`config.mk`:
```
export PLATFORM = sky130hd
export DESIGN_NAME = mbr_store_buffer
export DESIGN_NICKNAME = d
export VERILOG_FILES = /design/src/rtl/mbr_store_buffer.sv
export SDC_FILE = /design/constraint.sdc
export NUM_CORES = 1
export LEC_CHECK = 0
export CORE_MARGIN = 3
export CORE_UTILIZATION = 46
export DETAILED_ROUTE_END_ITERATION = 8
export GPL_ROUTABILITY_DRIVEN = 0
export PLACE_DENSITY = 0.69
export SYNTH_ARGS = -nofsm -noshare
export SYNTH_HDL_FRONTEND = slang
export SYNTH_SLANG_ARGS = --single-unit
export TNS_END_PERCENT = 100
```
`constraint.sdc`:
```
create_clock -name clk -period 2.45 [get_ports clk]
set_input_delay 0.3675 -clock clk [delete_from_list [all_inputs] [get_ports clk]]
set_output_delay 0.3675 -clock clk [all_outputs]
set_load 0.02 [all_outputs]
```
`src/rtl/mbr_store_buffer.sv`:
```
`default_nettype none
// ============================================================================
// Module   : mbr_store_buffer
// Purpose  : Memory buffer register for the CPU datapath. Loads use a req/ack
//            handshake with memory. ACC stores are posted into a DEPTH-entry
//            FIFO that drains to memory over valid/ready. The load FSM holds a
//            load back until older stores have left the FIFO.
// Options  : MBR_FWD_EN - when defined, a load whose address matches a queued
//            store (or a store in the same cycle) is answered from the FIFO
//            without a memory read.
// Ports    : clk, rst_n (async, active low)
//            ld_req/st_req/addr_in/acc_in    - control unit requests
//            mbr_out/mbr_valid               - load result and update pulse
//            busy/st_full/st_overflow        - status
//            mem_rd_req/addr, mem_rd_ack/data - memory read handshake
//            mem_wr_valid/addr/data, mem_wr_ready - memory write handshake
// Revision : 1.0 - initial release
// ============================================================================
module mbr_store_buffer #(
  parameter int DW    = 16,
  parameter int AW    = 8,
  parameter int DEPTH = 4
) (
  input  logic          clk,
  input  logic          rst_n,
  input  logic          ld_req,
  input  logic          st_req,
  input  logic [AW-1:0] addr_in,
  input  logic [DW-1:0] acc_in,
  output logic [DW-1:0] mbr_out,
  output logic          mbr_valid,
  output logic          busy,
  output logic          st_full,
  output logic          st_overflow,
  output logic          mem_rd_req,
  output logic [AW-1:0] mem_rd_addr,
  input  logic          mem_rd_ack,
  input  logic [DW-1:0] mem_rd_data,
  output logic          mem_wr_valid,
  output logic [AW-1:0] mem_wr_addr,
  output logic [DW-1:0] mem_wr_data,
  input  logic          mem_wr_ready
);

  localparam int          PW      = $clog2(DEPTH);
  localparam logic [PW:0] C_DEPTH = (PW+1)'(DEPTH);
  localparam logic [PW:0] C_ONE   = (PW+1)'(1);

  localparam logic [1:0] S_IDLE  = 2'd0;
  localparam logic [1:0] S_DRAIN = 2'd1;
  localparam logic [1:0] S_RD    = 2'd2;

  logic [1:0]    state_q, state_d;
  logic [PW:0]   count_q, count_d;
  logic [PW-1:0] wr_ptr_q, wr_ptr_d;
  logic [PW-1:0] rd_ptr_q, rd_ptr_d;
  logic [AW-1:0] fifo_addr_q [DEPTH];
  logic [AW-1:0] fifo_addr_d [DEPTH];
  logic [DW-1:0] fifo_data_q [DEPTH];
  logic [DW-1:0] fifo_data_d [DEPTH];
  logic [AW-1:0] ld_addr_q, ld_addr_d;
  logic [DW-1:0] mbr_out_q, mbr_out_d;
  logic          mbr_valid_q, mbr_valid_d;
  logic          st_overflow_q, st_overflow_d;

  logic          w_push;
  logic          w_pop;
  logic          w_fifo_empty;
  logic          w_fwd_hit;
  logic [DW-1:0] w_fwd_data;

  // --------------------------------------------------------------------------
  // Store FIFO
  // --------------------------------------------------------------------------
  assign w_fifo_empty = (count_q == '0);
  assign st_full      = (count_q == C_DEPTH);
  assign w_push       = st_req && !st_full;
  assign w_pop        = !w_fifo_empty && mem_wr_ready;

  always_comb begin
    fifo_addr_d   = fifo_addr_q;
    fifo_data_d   = fifo_data_q;
    wr_ptr_d      = wr_ptr_q;
    rd_ptr_d      = rd_ptr_q;
    count_d       = count_q;
    st_overflow_d = st_overflow_q | (st_req & st_full);
    if (w_push) begin
      fifo_addr_d[wr_ptr_q] = addr_in;
      fifo_data_d[wr_ptr_q] = acc_in;
      wr_ptr_d              = wr_ptr_q + 1'b1;
    end
    if (w_pop) begin
      rd_ptr_d = rd_ptr_q + 1'b1;
    end
    // Simultaneous push and pop leave the occupancy unchanged.
    if (w_push && !w_pop) begin
      count_d = count_q + C_ONE;
    end else if (!w_push && w_pop) begin
      count_d = count_q - C_ONE;
    end
  end

  // Head is read straight from registered storage so the write handshake
  // completes in the cycle ready is seen. Gated to 0 while empty.
  assign mem_wr_valid = !w_fifo_empty;
  assign mem_wr_addr  = w_fifo_empty ? '0 : fifo_addr_q[rd_ptr_q];
  assign mem_wr_data  = w_fifo_empty ? '0 : fifo_data_q[rd_ptr_q];

  // --------------------------------------------------------------------------
  // Store-to-load forwarding
  // --------------------------------------------------------------------------
`ifdef MBR_FWD_EN
  always_comb begin
    w_fwd_hit  = 1'b0;
    w_fwd_data = '0;
    // Scan oldest to youngest so the last match is the youngest.
    for (int k = 0; k < DEPTH; k++) begin
      if (((PW+1)'(k) < count_q) &&
          (fifo_addr_q[rd_ptr_q + PW'(k)] == addr_in)) begin
        w_fwd_hit  = 1'b1;
        w_fwd_data = fifo_data_q[rd_ptr_q + PW'(k)];
      end
    end
    // A store accepted this cycle shares addr_in, so it is always the
    // youngest match.
    if (w_push) begin
      w_fwd_hit  = 1'b1;
      w_fwd_data = acc_in;
    end
  end
`else
  assign w_fwd_hit  = 1'b0;
  assign w_fwd_data = '0;
`endif

  // --------------------------------------------------------------------------
  // Load FSM: next state
  // --------------------------------------------------------------------------
  always_comb begin
    state_d = state_q;
    case (state_q)
      S_IDLE: begin
        if (ld_req && !w_fwd_hit) begin
          // Older stores (including this cycle's) must reach memory first.
          state_d = (count_d == '0) ? S_RD : S_DRAIN;
        end
      end
      S_DRAIN: begin
        if (count_d == '0) begin
          state_d = S_RD;
        end
      end
      S_RD: begin
        if (mem_rd_ack) begin
          state_d = S_IDLE;
        end
      end
      default: state_d = S_IDLE;
    endcase
  end

  // --------------------------------------------------------------------------
  // Load FSM: outputs
  // --------------------------------------------------------------------------
  always_comb begin
    busy       = (state_q != S_IDLE);
    mem_rd_req = (state_q == S_RD);
  end

  assign mem_rd_addr = ld_addr_q;

  // --------------------------------------------------------------------------
  // Load datapath
  // --------------------------------------------------------------------------
  always_comb begin
    ld_addr_d   = ld_addr_q;
    mbr_out_d   = mbr_out_q;
    mbr_valid_d = 1'b0;
    if ((state_q == S_IDLE) && ld_req) begin
      ld_addr_d = addr_in;
      if (w_fwd_hit) begin
        mbr_out_d   = w_fwd_data;
        mbr_valid_d = 1'b1;
      end
    end
    if ((state_q == S_RD) && mem_rd_ack) begin
      mbr_out_d   = mem_rd_data;
      mbr_valid_d = 1'b1;
    end
  end

  assign mbr_out     = mbr_out_q;
  assign mbr_valid   = mbr_valid_q;
  assign st_overflow = st_overflow_q;

  // --------------------------------------------------------------------------
  // Registers
  // --------------------------------------------------------------------------
  always_ff @(posedge clk or negedge rst_n) begin
    if (!rst_n) begin
      state_q <= S_IDLE;
    end else begin
      state_q <= state_d;
    end
  end

  always_ff @(posedge clk or negedge rst_n) begin
    if (!rst_n) begin
      count_q       <= '0;
      wr_ptr_q      <= '0;
      rd_ptr_q      <= '0;
      ld_addr_q     <= '0;
      mbr_out_q     <= '0;
      mbr_valid_q   <= 1'b0;
      st_overflow_q <= 1'b0;
      for (int i = 0; i < DEPTH; i++) begin
        fifo_addr_q[i] <= '0;
        fifo_data_q[i] <= '0;
      end
    end else begin
      count_q       <= count_d;
      wr_ptr_q      <= wr_ptr_d;
      rd_ptr_q      <= rd_ptr_d;
      ld_addr_q     <= ld_addr_d;
      mbr_out_q     <= mbr_out_d;
      mbr_valid_q   <= mbr_valid_d;
      st_overflow_q <= st_overflow_d;
      fifo_addr_q   <= fifo_addr_d;
      fifo_data_q   <= fifo_data_d;
    end
  end

endmodule
`default_nettype wire

```
==> results.txt, run 1 <==
The die is 123 um wide. Synthesis produced a netlist whose cell count is 389. For this run, the number of Yosys warnings is 0. The internal power of the cells totals 8480 uW. Across all layers, the routed design uses 3551 vias.

For the worst setup path, the data required time is 2080 ps. Counting both buffers and inverters, the worst setup path holds a total of 2. Setup violations remaining at the end of the flow were counted as 0. The share of the clock period used by the worst path was 97.1%. Across every metal layer, demand over resource in global routing totals 18.0%. After detailed routing, the average wire length per cell comes to 18.3 um. For this configuration, the core starts out at a cell density of 47.5%. Once detail routing completed, the nets flagged for antenna violations numbered 0. Walking the worst path, the cells encountered are buf_12, mux4_2, and2_1, dlygate4sd2_1.

The tools report the deepest clock path buffer count as 2. The beginning of the worst register-to-register path is count_q[0]$_DFF_PN0_. The flip-flop and latch count after synthesis was 131.

The synthesized cell area was 6340 um^2; the logic gate share of total power was 47.9%. The worst setup path is captured at an output pin. For the number of inserted filler cells in the final layout, the log shows 1025. Along the worst path, the maximum fanout reaches 15.

For this design, the sink count on the clock tree is 131. Power spread over the standard cell area amounts to 1540 nW/um^2. After detailed routing, the number of remaining DRC violations is 0.

The number of nets handed over by synthesis was 442. The proportion of total power due to net switching came out at 32.3%. The kind of critical path is reg2out. Per report_power, the clock group accounts for 21.1% of the total.

The mean instance size in the synthesized netlist is 16.3 um^2. The endpoint identified for the worst register-to-register timing path is fifo_addr_q[8]$_DFFE_PN0P_. The family with the most delay on the worst path is buffers and inverters. The setup check on the worst reg-to-reg path leaves a slack of 200 ps. The tightest hold path in the finished design has a slack of 458 ps. For the via count of the first global-routing pass, the log shows 3900. The logs give 0 ps for the total negative setup slack and 12600 um for the total routed wirelength. Share of cells above drive strength 1: 37.2%.

The finished layout holds 687 standard cells, fillers aside. For this run, the top clock speed supported by timing is 420 MHz. Measured in cells, the most critical reg-to-reg path has a length of 7. Number of placement rows: 42.

The number of diodes added for antenna fixing was 0. The tools report the max-slew violation count as 0. The run gives 0 as the initial antenna violation count.

The total overflow left after global routing is 0. The switching power came out at 4040 uW. Counting flops with an async set or reset pin after synthesis yields a share of 100%. TritonCTS created 17 clock buffers. The tools report the worst-case headroom to the max-slew limit as 64.6%.

The tools report the number of maximum-capacitance constraint violations as 0. The number of distinct library cells after synthesis is 46. The area added between synthesis and finish is 28.5%.

Entering global routing, the biggest net connects 59 pins. TritonCTS built the clock tree. After detailed placement, the total cell area comes to 7530 um^2. The tools report the share of synthesized area occupied by flip-flops and latches as 51.7%. The root buffer cell chosen for the clock tree is sky130_fd_sc_hd__clkbuf_16. The run gives 654 as the cell total after placement.

Data on the critical path arrives at its endpoint at 2010 ps. The floorplan core area is 13300 um^2, and the sequential cell fraction of total power is 30.9%. The number of levels the H-tree was split into is 4. The first detailed-routing pass ran for 4 iterations. Last element of the critical path: mem_wr_data[2]. The most used flip-flop cell after synthesis is sky130_fd_sc_hd__dfrtp_1.

The number of flops mapped to enable cells by yosys is 0. The flow ran to the end, and the final reports show no timing, DRC or antenna violations. The number of setup buffers added after CTS is 0. Across the routed clock network, the largest skew measured is 8.37 ps. For this design the top-level I/O count stands at 100. The startpoint of the most critical setup path was rd_ptr_q[0]$_DFFE_PN0P_. At the pin with the least slew margin, the transition time is 530 ps. The die covers 15200 um^2. The clock-pin slew reported for the worst setup and hold paths after clock tree synthesis is 60 ps. Among all stages on the critical path, the largest delay is contributed by sky130_fd_sc_hd__mux4_2.

Worst min-delay path category: in2async. The detail-routed via count per cell is 5.17, and the first-iteration detailed-routing DRC count is 177. The run gives 410 ps as the source-to-sink clock delay at the later pin of the worst-skew pair. The critical path runs through a total of 4 cells. STA classifies the critical path startpoint as a flop. The smallest clock period supported by the final layout is computed as 2380 ps.

The quantity of I/O buffers inserted on ports works out to 99. For this design the static power due to leakage is 0.00379 uW. Once layout is done, the placed cells without fillers occupy 8140 um^2. The y dimension of the die was 123 um; the delay of the slowest critical-path stage was 510 ps. The worst voltage drop across the vdd grid was 693 uV; the HPWL after detailed placement was 8090 um. The number of nets in the final layout was 551. The logs give 20700 um for the wire length of the first global-routing pass and 0 for the total count of hold-check failures in the final report.

Total power for the finished layout comes to 12500 uW. Setup repair after global routing left no endpoint under its margin.
[what timing repair did]
| action | CTS | global route |
|---|---|---|
| endpoints found under the setup margin | 25 | 12 |
| endpoints found under the hold margin | 46 | 0 |
| resized for setup | 25 | 14 |
| cloned | 0 | 0 |
| hold buffers | 1 | 0 |
[metal layers]
metal	track usage, %	up-vias	routed length, um
li1	-	1617	-
met1	24.4	1855	5760
met2	28.3	69	6140
met3	4.85	10	547
met4	5.61	0	120
met5	0	-	0
[metrics by stage]
stage / util (%) / setup slack, ps
floorplan: - / 525
global placement: 56.4 / 235
detailed placement: 56.4 / 193
CTS: 61.0 / 3.84
global route: 61.0 / 0.990
finish: 61.0 / 71.4
[synthesized netlist by cell type, types with 2 or more instances]
cell                       instances  share of area, %
sky130_fd_sc_hd__nor2_1            4              0.24
sky130_fd_sc_hd__o21ba_2           2              0.32
sky130_fd_sc_hd__buf_2             7              0.55
sky130_fd_sc_hd__mux4_2           24               8.5
sky130_fd_sc_hd__nand2_1           3              0.18
sky130_fd_sc_hd__nand2b_1          2              0.20
sky130_fd_sc_hd__mux2_4           81                19
sky130_fd_sc_hd__xnor2_1           3              0.41
sky130_fd_sc_hd__ha_1              7               1.4
sky130_fd_sc_hd__clkbuf_1          3              0.18
sky130_fd_sc_hd__nand2_4           4              0.71
sky130_fd_sc_hd__o21ai_0           3              0.24
sky130_fd_sc_hd__mux2_1           15               2.7
sky130_fd_sc_hd__inv_1             9              0.53
sky130_fd_sc_hd__nor2b_1           4              0.39
sky130_fd_sc_hd__and2_1           25               2.5
sky130_fd_sc_hd__buf_6            10               1.8
sky130_fd_sc_hd__mux2_2           25               4.4
sky130_fd_sc_hd__dfrtp_1         131                52
[registers in the layout, summed over array words and instances (netlist names)]
name	count
mbr_out	16
mem_rd_addr	8
fifo_addr_q	32
count_q	3
wr_ptr_q	2
fifo_data_q	64
rd_ptr_q	2
state_q	2
mbr_valid	1
st_overflow	1
[cell families after synthesis]
logic type	share of synthesized area, %
mux	34.8
flops	51.7
simple gates	6.04
buf+inv	3.40
compound gates	2.05
fa+ha+maj	1.54
xor+xnor	0.415
[power by group through the flow]
stage               logic, uW  clock network [uW]  registers, uW
floorplan                4130                   0           3940
global placement         6270                   0           3830
detailed placement       6380                   0           3880
CTS                      6080                2700           3870
global route             6450                2800           4010
finish                   6000                2650           3870
[worst min-delay path by stage]
stage | cells after the start | slack, ps | endpoint | startpoint
final | 2 | 460 | fifo_data_q[48]$_DFFE_PN0P_ | rst_n
after global routing | 1 | 480 | st_overflow$_DFF_PN0_ | st_overflow$_DFF_PN0_
after CTS | 2 | 470 | mem_rd_addr[5]$_DFFE_PN0P_ | rst_n
after detailed placement | 1 | 340 | fifo_data_q[32]$_DFFE_PN0P_ | rst_n
after global placement | 1 | 340 | mem_rd_addr[5]$_DFFE_PN0P_ | rst_n
after floorplan | 0 | 70 | count_q[0]$_DFF_PN0_ | rst_n
[worst register-to-register path, stage by stage, from the launching register on]
cell and delay (ps):
sky130_fd_sc_hd__dfrtp_1 400, sky130_fd_sc_hd__inv_1 100, sky130_fd_sc_hd__ha_1 220, sky130_fd_sc_hd__buf_4 160, sky130_fd_sc_hd__and2_4 150, sky130_fd_sc_hd__nor2b_4 290, sky130_fd_sc_hd__nand2_4 360, sky130_fd_sc_hd__mux2_1 450
[layout make-up]
class	instances	area, um^2	share of cell area (%)
Sequential cell	131	3280	40.3
Multi-Input combinational cell	227	2840	34.9
Timing Repair Buffer	112	1140	14.0
Clock buffer	24	502	6.16
Tap cell	176	220	2.70
Clock inverter	8	123	1.51
Inverter	9	33.8	0.415
[placed cells by master, fill, tap and decap left out, types with 7 or more instances in the layout]
cell type / count
sky130_fd_sc_hd__dfrtp_1: 130
sky130_fd_sc_hd__mux2_4: 81
sky130_fd_sc_hd__clkdlybuf4s50_1: 72
sky130_fd_sc_hd__and2_1: 25
sky130_fd_sc_hd__mux2_2: 25
sky130_fd_sc_hd__mux4_2: 24
sky130_fd_sc_hd__clkbuf_16: 17
sky130_fd_sc_hd__mux2_1: 15
sky130_fd_sc_hd__dlygate4sd2_1: 14
sky130_fd_sc_hd__inv_1: 9
sky130_fd_sc_hd__clkdlybuf4s15_1: 9
sky130_fd_sc_hd__ha_1: 7
(Power assumes the default switching activity.)
==> run 2, diff against run 1 <==
Settings changed: CAP_MARGIN set to 30.
==> results of run 2 <==
Same layout as run 1: the final DEF is identical, and so are final timing and power.
